[config.mk]
export PLATFORM = sky130hd
export DESIGN_NAME = wb_port_arbiter
export DESIGN_NICKNAME = d
export VERILOG_FILES = /design/src/rtl/wb_port_arbiter_pkg.sv /design/src/rtl/wb_pending_fifo.sv /design/src/rtl/wb_port_arbiter.sv
export SDC_FILE = /design/constraint.sdc
export NUM_CORES = 1
export LEC_CHECK = 0
export CAP_MARGIN = 20
export CORE_ASPECT_RATIO = 1.75
export CORE_MARGIN = 8
export CORE_UTILIZATION = 53
export DETAILED_ROUTE_END_ITERATION = 6
export GPL_ROUTABILITY_DRIVEN = 0
export GPL_TIMING_DRIVEN = 0
export HOLD_SLACK_MARGIN = 0.05
export PLACE_DENSITY = 0.9
export SETUP_SLACK_MARGIN = 0.1
export SLEW_MARGIN = 10
export SYNTH_ARGS = -nofsm -noshare
export SYNTH_HDL_FRONTEND = slang
export SYNTH_SLANG_ARGS = --single-unit
[constraint.sdc]
create_clock -name clk_i -period 6.6 [get_ports clk_i]
set_clock_uncertainty 0.15 [all_clocks]
set_input_delay 1.32 -clock clk_i [delete_from_list [all_inputs] [get_ports clk_i]]
set_output_delay 1.32 -clock clk_i [all_outputs]
set_load 0.02 [all_outputs]
[src/rtl/wb_port_arbiter_pkg.sv]
// Shared types for the regfile write-port arbiter: register/word types,
// MDU result bundle and pending-FIFO entry, plus a saturating counter helper.
package wb_port_arbiter_pkg;

    typedef logic [63:0] word_t;
    typedef logic [4:0]  creg_addr_t;

    typedef struct packed {
        creg_addr_t dst;
        word_t      data;
    } mdu_result_t;

    typedef struct packed {
        logic       valid;
        creg_addr_t dst;
        word_t      data;
    } wb_pend_entry_t;

    localparam creg_addr_t REG_ZERO = 5'd0;

    function automatic logic [31:0] sat_add32(input logic [31:0] a, input logic [31:0] b);
        logic [32:0] sum;
        sum = {1'b0, a} + {1'b0, b};
        return sum[32] ? 32'hFFFF_FFFF : sum[31:0];
    endfunction

endpackage

[src/rtl/wb_pending_fifo.sv]
// Circular FIFO of pending MDU results with per-entry squash-by-dst and
// per-entry destination match for the hazard-unit query.
module wb_pending_fifo
    import wb_port_arbiter_pkg::*;
#(
    parameter int DEPTH = 2
) (
    input  logic             clk_i,
    input  logic             reset_i,
    input  logic             push_i,
    input  mdu_result_t      push_res_i,
    input  logic             pop_i,
    input  logic             squash_i,
    input  creg_addr_t       squash_dst_i,
    input  creg_addr_t       query_dst_i,
    output wb_pend_entry_t   head_o,
    output logic             empty_o,
    output logic             ready_o,
    output logic [DEPTH-1:0] squash_hit_o,
    output logic [DEPTH-1:0] query_hit_o
);

    localparam int PTR_W = (DEPTH > 1) ? $clog2(DEPTH) : 1;
    localparam int CNT_W = $clog2(DEPTH + 1);
    localparam logic [CNT_W-1:0] DEPTH_C = CNT_W'(DEPTH);

    wb_pend_entry_t   mem_q [DEPTH];
    wb_pend_entry_t   mem_d [DEPTH];
    logic [PTR_W-1:0] head_q, head_d, tail_q, tail_d;
    logic [CNT_W-1:0] count_q, count_d;

    assign head_o  = mem_q[head_q];
    assign empty_o = (count_q == '0);
    assign ready_o = (count_q < DEPTH_C);

    // Per-entry destination compares: squash hits and hazard query hits.
    always_comb begin
        squash_hit_o = '0;
        query_hit_o  = '0;
        for (int i = 0; i < DEPTH; i++) begin
            squash_hit_o[i] = squash_i & mem_q[i].valid & (mem_q[i].dst == squash_dst_i);
            query_hit_o[i]  = mem_q[i].valid & (mem_q[i].dst == query_dst_i) & (query_dst_i != REG_ZERO);
        end
    end

    // Next-state: squash, then pop at head, then push at tail.
    always_comb begin
        mem_d   = mem_q;
        head_d  = head_q;
        tail_d  = tail_q;
        count_d = count_q;
        for (int i = 0; i < DEPTH; i++) begin
            mem_d[i].valid = mem_q[i].valid & ~squash_hit_o[i];
        end
        if (pop_i) begin
            mem_d[head_q].valid = 1'b0;
            head_d              = head_q + 1'b1;
        end else begin
            head_d = head_q;
        end
        if (push_i) begin
            mem_d[tail_q] = '{valid: 1'b1, dst: push_res_i.dst, data: push_res_i.data};
            tail_d        = tail_q + 1'b1;
        end else begin
            tail_d = tail_q;
        end
        case ({push_i, pop_i})
            2'b10:   count_d = count_q + 1'b1;
            2'b01:   count_d = count_q - 1'b1;
            default: count_d = count_q;
        endcase
    end

    // State registers with synchronous reset.
    always_ff @(posedge clk_i) begin
        if (reset_i) begin
            for (int i = 0; i < DEPTH; i++) begin
                mem_q[i] <= '0;
            end
            head_q  <= '0;
            tail_q  <= '0;
            count_q <= '0;
        end else begin
            mem_q   <= mem_d;
            head_q  <= head_d;
            tail_q  <= tail_d;
            count_q <= count_d;
        end
    end

endmodule

[src/rtl/wb_port_arbiter.sv]
// Regfile write-port arbiter: pipeline writeback wins, MDU results queue and
// drain into idle cycles. Optional perf counters under WB_PORT_ARBITER_PERF_EN.
module wb_port_arbiter
    import wb_port_arbiter_pkg::*;
#(
    parameter int DEPTH        = 2,
    parameter int STARVE_LIMIT = 4
) (
    input  logic        clk_i,
    input  logic        reset_i,
    input  logic        wb_valid_i,
    input  logic        wb_regwrite_i,
    input  logic [4:0]  wb_dst_i,
    input  logic [63:0] wb_wdata_i,
    input  logic        mdu_valid_i,
    input  logic [4:0]  mdu_dst_i,
    input  logic [63:0] mdu_data_i,
    output logic        mdu_ready_o,
    output logic        rf_we_o,
    output logic [4:0]  rf_waddr_o,
    output logic [63:0] rf_wdata_o,
    output logic        stall_req_o,
    input  logic [4:0]  query_dst_i,
    output logic        query_pending_o
`ifdef WB_PORT_ARBITER_PERF_EN
    ,
    output logic [31:0] perf_stall_cnt_o,
    output logic [31:0] perf_squash_cnt_o,
    output logic [31:0] perf_drain_cnt_o
`endif
);

    localparam int SW = $clog2(STARVE_LIMIT + 1);
    localparam logic [SW-1:0] STARVE_MAX_C = SW'(STARVE_LIMIT - 1);

    wb_pend_entry_t   head_s;
    mdu_result_t      mdu_res_s;
    logic             empty_s, ready_s;
    logic [DEPTH-1:0] squash_hit_s, query_hit_s;
    logic             pipe_we_s, drain_s, pop_s, accept_s, drop_s, push_s, blocked_s;
    logic             stall_q, stall_d;
    logic [SW-1:0]    starve_q, starve_d;

    assign mdu_res_s       = '{dst: mdu_dst_i, data: mdu_data_i};
    assign mdu_ready_o     = ready_s;
    assign stall_req_o     = stall_q;
    assign query_pending_o = |query_hit_s;

    // Port arbitration; a squashed head retires without touching the port.
    always_comb begin
        pipe_we_s = wb_valid_i & wb_regwrite_i & (wb_dst_i != REG_ZERO) & ~stall_q;
        drain_s   = ~pipe_we_s & head_s.valid;
        pop_s     = ~empty_s & (drain_s | ~head_s.valid);
        accept_s  = mdu_valid_i & ready_s;
        drop_s    = (mdu_dst_i == REG_ZERO) | (pipe_we_s & (mdu_dst_i == wb_dst_i));
        push_s    = accept_s & ~drop_s;
        blocked_s = head_s.valid & ~drain_s;
    end

    // Regfile write port mux.
    always_comb begin
        rf_we_o    = 1'b0;
        rf_waddr_o = 5'd0;
        rf_wdata_o = 64'd0;
        if (reset_i) begin
            rf_we_o = 1'b0;
        end else if (pipe_we_s) begin
            rf_we_o    = 1'b1;
            rf_waddr_o = wb_dst_i;
            rf_wdata_o = wb_wdata_i;
        end else if (drain_s) begin
            rf_we_o    = 1'b1;
            rf_waddr_o = head_s.dst;
            rf_wdata_o = head_s.data;
        end else begin
            rf_we_o = 1'b0;
        end
    end

    // Starvation counter; the stall fires after STARVE_LIMIT blocked cycles.
    always_comb begin
        starve_d = '0;
        stall_d  = 1'b0;
        if (stall_q) begin
            starve_d = '0;
        end else if (blocked_s) begin
            starve_d = (starve_q == STARVE_MAX_C) ? starve_q + 1'b1 : starve_q + 1'b1;
            stall_d  = (starve_q == STARVE_MAX_C);
        end else begin
            starve_d = '0;
        end
    end

    // Starvation state registers.
    always_ff @(posedge clk_i) begin
        if (reset_i) begin
            starve_q <= '0;
            stall_q  <= 1'b0;
        end else begin
            starve_q <= starve_d;
            stall_q  <= stall_d;
        end
    end

    wb_pending_fifo #(.DEPTH(DEPTH)) u_fifo (
        .clk_i        (clk_i),
        .reset_i      (reset_i),
        .push_i       (push_s),
        .push_res_i   (mdu_res_s),
        .pop_i        (pop_s),
        .squash_i     (pipe_we_s),
        .squash_dst_i (wb_dst_i),
        .query_dst_i  (query_dst_i),
        .head_o       (head_s),
        .empty_o      (empty_s),
        .ready_o      (ready_s),
        .squash_hit_o (squash_hit_s),
        .query_hit_o  (query_hit_s)
    );

`ifdef WB_PORT_ARBITER_PERF_EN
    logic [31:0] stall_cnt_q, squash_cnt_q, drain_cnt_q;
    logic [31:0] squash_n_s;

    assign perf_stall_cnt_o  = stall_cnt_q;
    assign perf_squash_cnt_o = squash_cnt_q;
    assign perf_drain_cnt_o  = drain_cnt_q;

    // Squashed entries this cycle: stored hits plus a dropped incoming result.
    always_comb begin
        squash_n_s = {31'd0, accept_s & pipe_we_s & (mdu_dst_i == wb_dst_i)};
        for (int i = 0; i < DEPTH; i++) begin
            squash_n_s = squash_n_s + {31'd0, squash_hit_s[i]};
        end
    end

    // Saturating performance counters.
    always_ff @(posedge clk_i) begin
        if (reset_i) begin
            stall_cnt_q  <= 32'd0;
            squash_cnt_q <= 32'd0;
            drain_cnt_q  <= 32'd0;
        end else begin
            stall_cnt_q  <= sat_add32(stall_cnt_q, {31'd0, stall_q});
            squash_cnt_q <= sat_add32(squash_cnt_q, squash_n_s);
            drain_cnt_q  <= sat_add32(drain_cnt_q, {31'd0, drain_s});
        end
    end
`else
    logic perf_unused_s;
    assign perf_unused_s = ^squash_hit_s;
`endif

endmodule

==> flow_summary_export.csv, run 1 <==
group,metric,value,unit
pwr,finalPower,0.00290,W
sta,tightest_slew,0.930,ns
die,die_y,181,um
die,coreArea,0.0153,mm^2
synthesis,yosys.area.top_type,"dfxtp_1",
synthesis,synth.distinct_cells,33,
synthesis,synth.most_common_cell,"nand2b_1",
synthesis,synth_edf_count,0,
die,die_w,110,um
detailed_routing,wirelength,24.6,mm
sta,finalSetupViolCount,0,
sta,timing.fmax,165,MHz
synthesis,syn_area_per_cell,8.91,um^2
synthesis,syn_inst,924,
global_route,grt_max_degree,17,
clock_network,clkLatencyLatePin,0.41,ns
die,row_count,60,
synthesis,synth.area.top_cells,"dfxtp_1, mux2i_1, nand2b_1",
clock_network,root_buffer,"clkbuf_16",
pwr,ir_drop,0.000190,V
global_route,overflow,0,
sta,final-hold-violation-count,0,
clock_network,postCtsSetupRepairBufs,0,
clock_network,postCtsHoldBufs,0,
sta,finalSetupTns,0,ns
synthesis,ys_async_sr_fraction,0,%
sta,max_slew_margin,36.8,%
sta,fin_crit_sh,92.0,%
clock_network,clockBufferDepth,2,
synthesis,syn_nets,1075,
synthesis,synthTopCellsByCount,"nand2b_1, mux2i_1, dfxtp_1",
clock_network,clkSinkCount,148,
pwr,leakagePower,4.32,nW
clock_network,clk_pin_slew_worst_paths,0.06,ns
detailed_routing,vias,7410,
sta,min_period,6.07,ns
critical_path,worstRegToRegCells,7,
placed_design,portBuffers,218,
die,start_util,53.8,%
detailed_routing,wire_per_inst,18.1,um
synthesis,seq_area_frac_synth,36.0,%
critical_path,critPathLaunchType,"primary input",
cells_and_area,fin_nets,1312,
synthesis,synth_top_flop_cell,"dfxtp_1",
detailed_routing,vias_per_cell,5.44,
die,dieArea,0.0199,mm^2
cells_and_area,area_delta_synth_final,36.7,%
placed_design,place_hpwl,18.5,mm
clock_network,cts_resized,0,
pwr,p_per_area,257,mW/mm^2
detailed_routing,route.detailed.drc,0,
cells_and_area,drive_above_1_share,4.51,%
sta,drv_slew,0,
synthesis,synth_area,0.00823,mm^2
detailed_routing,drtIter0Drc,242,
global_route,grt_pass1_vias,7980,
critical_path,required,5.13,ns
critical_path,cp-end-kind,"output port",
clock_network,cts_buffers,17,
detailed_routing,drtPass1Iterations,4,
critical_path,crit_fanout,10,
synthesis,ys_seq_elements,148,
worst_hold_path,min_path_cells,1,
global_route,grt_antenna_before_repair,1,
critical_path,worstPathArrival,4.60,ns
sta,rsz0062_at_grt,"false",
worst_hold_path,holdCritPathClass,"flop to flop",
clock_network,htreeDepth,4,
outcome,status,"complete, no violations",
detailed_routing,final_antenna_net_count,0,
cells_and_area,fill_cells,1164,
job,maxCapViolations,0,
clock_network,cts_tree,"yes",
critical_path,critical_path_class,"primary input to output port",
synthesis,synth.top_cell.area_share,36.0,%
global_route,grt_pass1_wl,39.2,mm
global_route,track_usage,24.7,%
synthesis,ys_warn_count,0,
die,pin_count,221,
-- area by class of cell --
cell class              count  area [um^2]  area share, %
well taps                 186          233           2.07
flip-flops and latches    148         2960           26.3
multi-input cells         693         4880           43.3
repair buffers            218         2180           19.4
clock inverters            12          145           1.29
plain buffers              79          384           3.41
clock buffers              20          457           4.06
inverters                   4         15.0          0.133
diodes                      1         2.50         0.0222
-- state kept, by name, summed over array words and instances, names as in the netlist --
name,count
stall_req_o,1
u_fifo.tail_q,1
starve_q,3
u_fifo.mem_q,140
u_fifo.head_q,1
u_fifo.count_q,2
-- kinds of logic (layout without fill, tap and decap cells) --
| kind of cell | count (synthesis) | after routing | synth area share, % |
|---|---|---|---|
| buf+inv | 83 | 333 | 4.85 |
| flops | 148 | 148 | 36.0 |
| compound gates | 84 | 84 | 5.58 |
| simple gates | 370 | 370 | 24.8 |
| other cells | 0 | 1 | 0 |
| xor+xnor | 28 | 28 | 2.98 |
| fa+ha+maj | 3 | 3 | 0.456 |
| mux | 208 | 208 | 25.3 |
-- worst paths after layout --
kind                                     from                 to  slack (ns)
worst max-delay path              wb_dst_i[1]     rf_wdata_o[61]        0.53
worst min-delay path              starve_q[0]        starve_q[0]        0.30
worst max register to register  u_fifo.head_q  u_fifo.count_q[1]        3.49
worst min register to register    starve_q[0]        starve_q[0]        0.30
-- critical path: stages --
cell and delay, ns:
clkdlybuf4s50_1 0.64, or4_1 0.21, o21a_1 0.11, buf_2 0.32, clkbuf_1 0.57, clkbuf_1 0.50
a21oi_1 0.15, nor2_1 0.12, clkdlybuf4s50_1 0.65
-- stage by stage --
step	setup WS [ns]	utilization (%)	cells	hold WS, ns	instance area [um^2]
finish	0.528	73.5	1361	0.298	11300
global route	0.401	73.5	1361	0.311	11300
CTS	0.549	73.5	1360	0.299	11300
detailed placement	0.572	69.6	1328	0.290	10700
global placement	0.575	69.5	1328	0.275	10600
floorplan	2.24	-	924	0.257	8230
-- placed cells by master (no fill, tap or decap), types with 3 or more instances in the layout --
cell	synthesis	layout
xnor2_1	9	9
nor2_1	74	74
and2_1	3	3
inv_6	0	4
inv_1	4	4
mux2_2	3	3
a22oi_1	3	3
buf_4	6	6
clkinv_4	0	4
clkdlybuf4s50_1	0	218
a21oi_1	72	72
dfxtp_1	148	148
buf_2	4	4
nor3_1	69	69
mux2i_1	205	204
clkbuf_16	0	17
nand2b_1	209	209
xor2_1	19	19
nand3_1	3	3
buf_6	5	5
or4_1	3	3
ha_1	3	3
clkbuf_1	62	63
nor4_1	4	4
-- where the power goes --
| part | switching (W) | internal (W) |
|---|---|---|
| clock network | 0.000398 | 0.000585 |
| registers | 0.0000665 | 0.00100 |
| logic | 0.000441 | 0.000407 |
| total | 0.000905 | 0.00199 |
-- layer usage --
layer / global-route usage, % / vias to the layer above / routed length (um)
met5: 0 / - / 0
met4: 12.1 / 0 / 792
met3: 5.02 / 56 / 1060
met2: 46.1 / 196 / 13500
met1: 24.5 / 3540 / 9280
li1: - / 3618 / -
Note: power is estimated with default switching activity, not from simulation.
==> inputs of run 2 (changes only) <==
Settings changed: CAP_MARGIN 20 to 0, PLACE_DENSITY 0.9 to 0.86.
==> run 2 against run 1 <==
  * Design area is 0.12% lower
  * Register-to-register slack better by 0.07 ns
  * Clock-buffer cell count is 1 lower
  * Utilization is 0.090 points lower
  * First-iteration DRC count is 0.83% lower
==> flow_summary_export.csv, run 2 (synthesis gave the netlist of run 1 again) <==
group,metric,value,unit
outcome,status,"complete, no violations",
detailed_routing,drtIter0Drc,240,
detailed_routing,drtPass1Iterations,4,
critical_path,critical_path_class,"primary input to output port",
placed_design,place_hpwl,18.7,mm
sta,rsz0062_at_grt,"false",
global_route,overflow,0,
clock_network,clkSinkCount,148,
cells_and_area,fin_area,0.0112,mm^2
critical_path,worstRegToRegCells,7,
sta,drv_slew,0,
die,row_count,60,
die,dieArea,0.0199,mm^2
critical_path,critPathLaunchType,"primary input",
cells_and_area,regArea,0.00296,mm^2
critical_path,worst-path-stages,9,
sta,fin_crit_sh,91.2,%
placed_design,dp_worst_setup_slack,0.605,ns
cells_and_area,fin_nets,1312,
worst_hold_path,min_from,"starve_q[0]",
clock_network,cts_tree,"yes",
global_route,grt_pass1_wl,39.2,mm
clock_network,cts_resized,0,
global_route,track_usage,24.7,%
sta,timing.fmax,166,MHz
detailed_routing,vias,7395,
clock_network,postCtsSetupRepairBufs,0,
clock_network,clk_pin_slew_worst_paths,0.06,ns
sta,min_period,6.02,ns
critical_path,critical-path-top-delay-family,"buffers and inverters",
clock_network,cts_buffers,17,
sta,finalSetupViolCount,0,
sta,tightest_slew,0.815,ns
cells_and_area,area_delta_synth_final,36.5,%
critical_path,cpPeakStageDelay,0.65,ns
die,die_y,181,um
detailed_routing,vias_per_cell,5.43,
global_route,grt_pass1_vias,7875,
critical_path,r2r_setup_slack,3.56,ns
cells_and_area,fin_util,73.4,%
die,start_util,53.8,%
clock_network,clkLatencyLatePin,0.42,ns
cells_and_area,fill_cells,1183,
worst_hold_path,min_to,"starve_q[0]",
detailed_routing,wirelength,24.8,mm
clock_network,htreeDepth,4,
cells_and_area,largest_register_ffs,140,
sta,fin_ws,0.578,ns
critical_path,crit_path_top_delay_cell,"clkdlybuf4s50_1",
placed_design,portBuffers,218,
critical_path,worstPathArrival,4.55,ns
cells_and_area,final_cell_mix,"clkdlybuf4s50_1, nand2b_1, mux2i_1",
sta,finalSetupTns,0,ns
critical_path,crit_fanout,10,
die,pin_count,221,
pwr,finalPower,0.00287,W
placed_design,post_dp_cell_area,0.0107,mm^2
cells_and_area,largest_register,"u_fifo.mem_q",
detailed_routing,final_antenna_net_count,0,
detailed_routing,wire_per_inst,18.2,um
clock_network,clockBufferDepth,2,
detailed_routing,route.detailed.drc,0,
critical_path,path_buf_inv,5,
critical_path,required,5.13,ns
global_route,grt_antenna_before_repair,2,
critical_path,rr_startpoint,"u_fifo.head_q",
worst_hold_path,min_path_cells,1,
critical_path,path_cells,"clkdlybuf4s50_1, or4_1, o21a_1, buf_2, clkbuf_1, clkbuf_1, a21oi_1, nor2_1, clkdlybuf4s50_1",
cells_and_area,top_regs,"u_fifo.mem_q: 140 flops, starve_q: 3 flops, u_fifo.count_q: 2 flops",
sta,max_slew_margin,44.6,%
job,maxCapViolations,0,
critical_path,cp-end-kind,"output port",
worst_hold_path,holdCritPathClass,"flop to flop",
pwr,ir_drop,0.000212,V
sta,final-hold-violation-count,0,
clock_network,root_buffer,"clkbuf_16",
pwr,leakagePower,4.31,nW
cells_and_area,multi_input_area,0.00488,mm^2
die,coreArea,0.0153,mm^2
cells_and_area,drive_above_1_share,4.43,%
cells_and_area,layout_commonest_cell,"clkdlybuf4s50_1",
critical_path,timing.rr.end,"u_fifo.count_q[1]",
clock_network,postCtsHoldBufs,0,
global_route,grt_max_degree,17,
die,die_w,110,um
pwr,p_per_area,256,mW/mm^2
==> run 2: cell count changes in the layout (fill, tap and decap cells not counted), sizes merged <==
cell,before,now
clkbuf,82,81
diode,1,3
clkinv,4,3
clkinvlp,2,4
==> run 2: power by group <==
group          total [W]  internal [W]  leakage [nW]  switching (W)
Combinational   0.000847      0.000407          2.83       0.000440
Sequential       0.00107       0.00100          1.21      0.0000674
Clock           0.000958      0.000563         0.273       0.000395
Total            0.00287       0.00197          4.31       0.000903
==> run 2: layout make-up <==
type / instances / share of cell area, %
Sequential cell: 148 / 26.4
Tap cell: 186 / 2.07
Buffer: 79 / 3.42
Clock buffer: 19 / 3.85
Multi-Input combinational cell: 693 / 43.4
Inverter: 4 / 0.134
Timing Repair Buffer: 218 / 19.4
Clock inverter: 13 / 1.34
Antenna cell: 3 / 0.0668
==> run 2: worst max-delay path by stage <==
stage                            from              to  slack (ns)
after floorplan           wb_dst_i[0]   rf_waddr_o[1]        2.24
after global placement    wb_dst_i[1]  rf_wdata_o[46]        0.59
after detailed placement  wb_dst_i[1]  rf_wdata_o[49]        0.61
after CTS                 wb_dst_i[1]  rf_wdata_o[49]        0.58
after global routing      wb_dst_i[1]   rf_wdata_o[8]        0.40
final                     wb_dst_i[3]  rf_wdata_o[46]        0.58
==> run 2: routing by layer <==
layer,vias up,global-route usage [%],share of wire (%)
met5,-,0,0
met4,0,11.9,3.6
met3,63,4.99,4.5
met2,211,46.4,55
met1,3511,24.2,37
li1,3610,-,-
==> run 2: metrics by stage <==
| stage | hold WS, ns | std cells |
|---|---|---|
| final | 0.286 | 1363 |
| after global routing | 0.300 | 1362 |
| after CTS | 0.287 | 1360 |
| after detailed placement | 0.275 | 1328 |
| after global placement | 0.271 | 1328 |
| after floorplan | 0.257 | 924 |
==> inputs of run 3 (changes only) <==
Clock period 6.6 ns to 7.1 ns, I/O delays scaled along.
==> results of run 3 <==
Same layout as run 2 (identical final DEF). Status: complete, no violations.
Main changes from that run: setup slack after placement 0.605 ns -> 0.905 ns; setup slack after layout 0.578 ns -> 0.878 ns; register-to-register setup slack 3.56 ns -> 4.06 ns; total power 0.00287 W -> 0.00267 W; worst IR drop on VDD 0.000212 V -> 0.000197 V
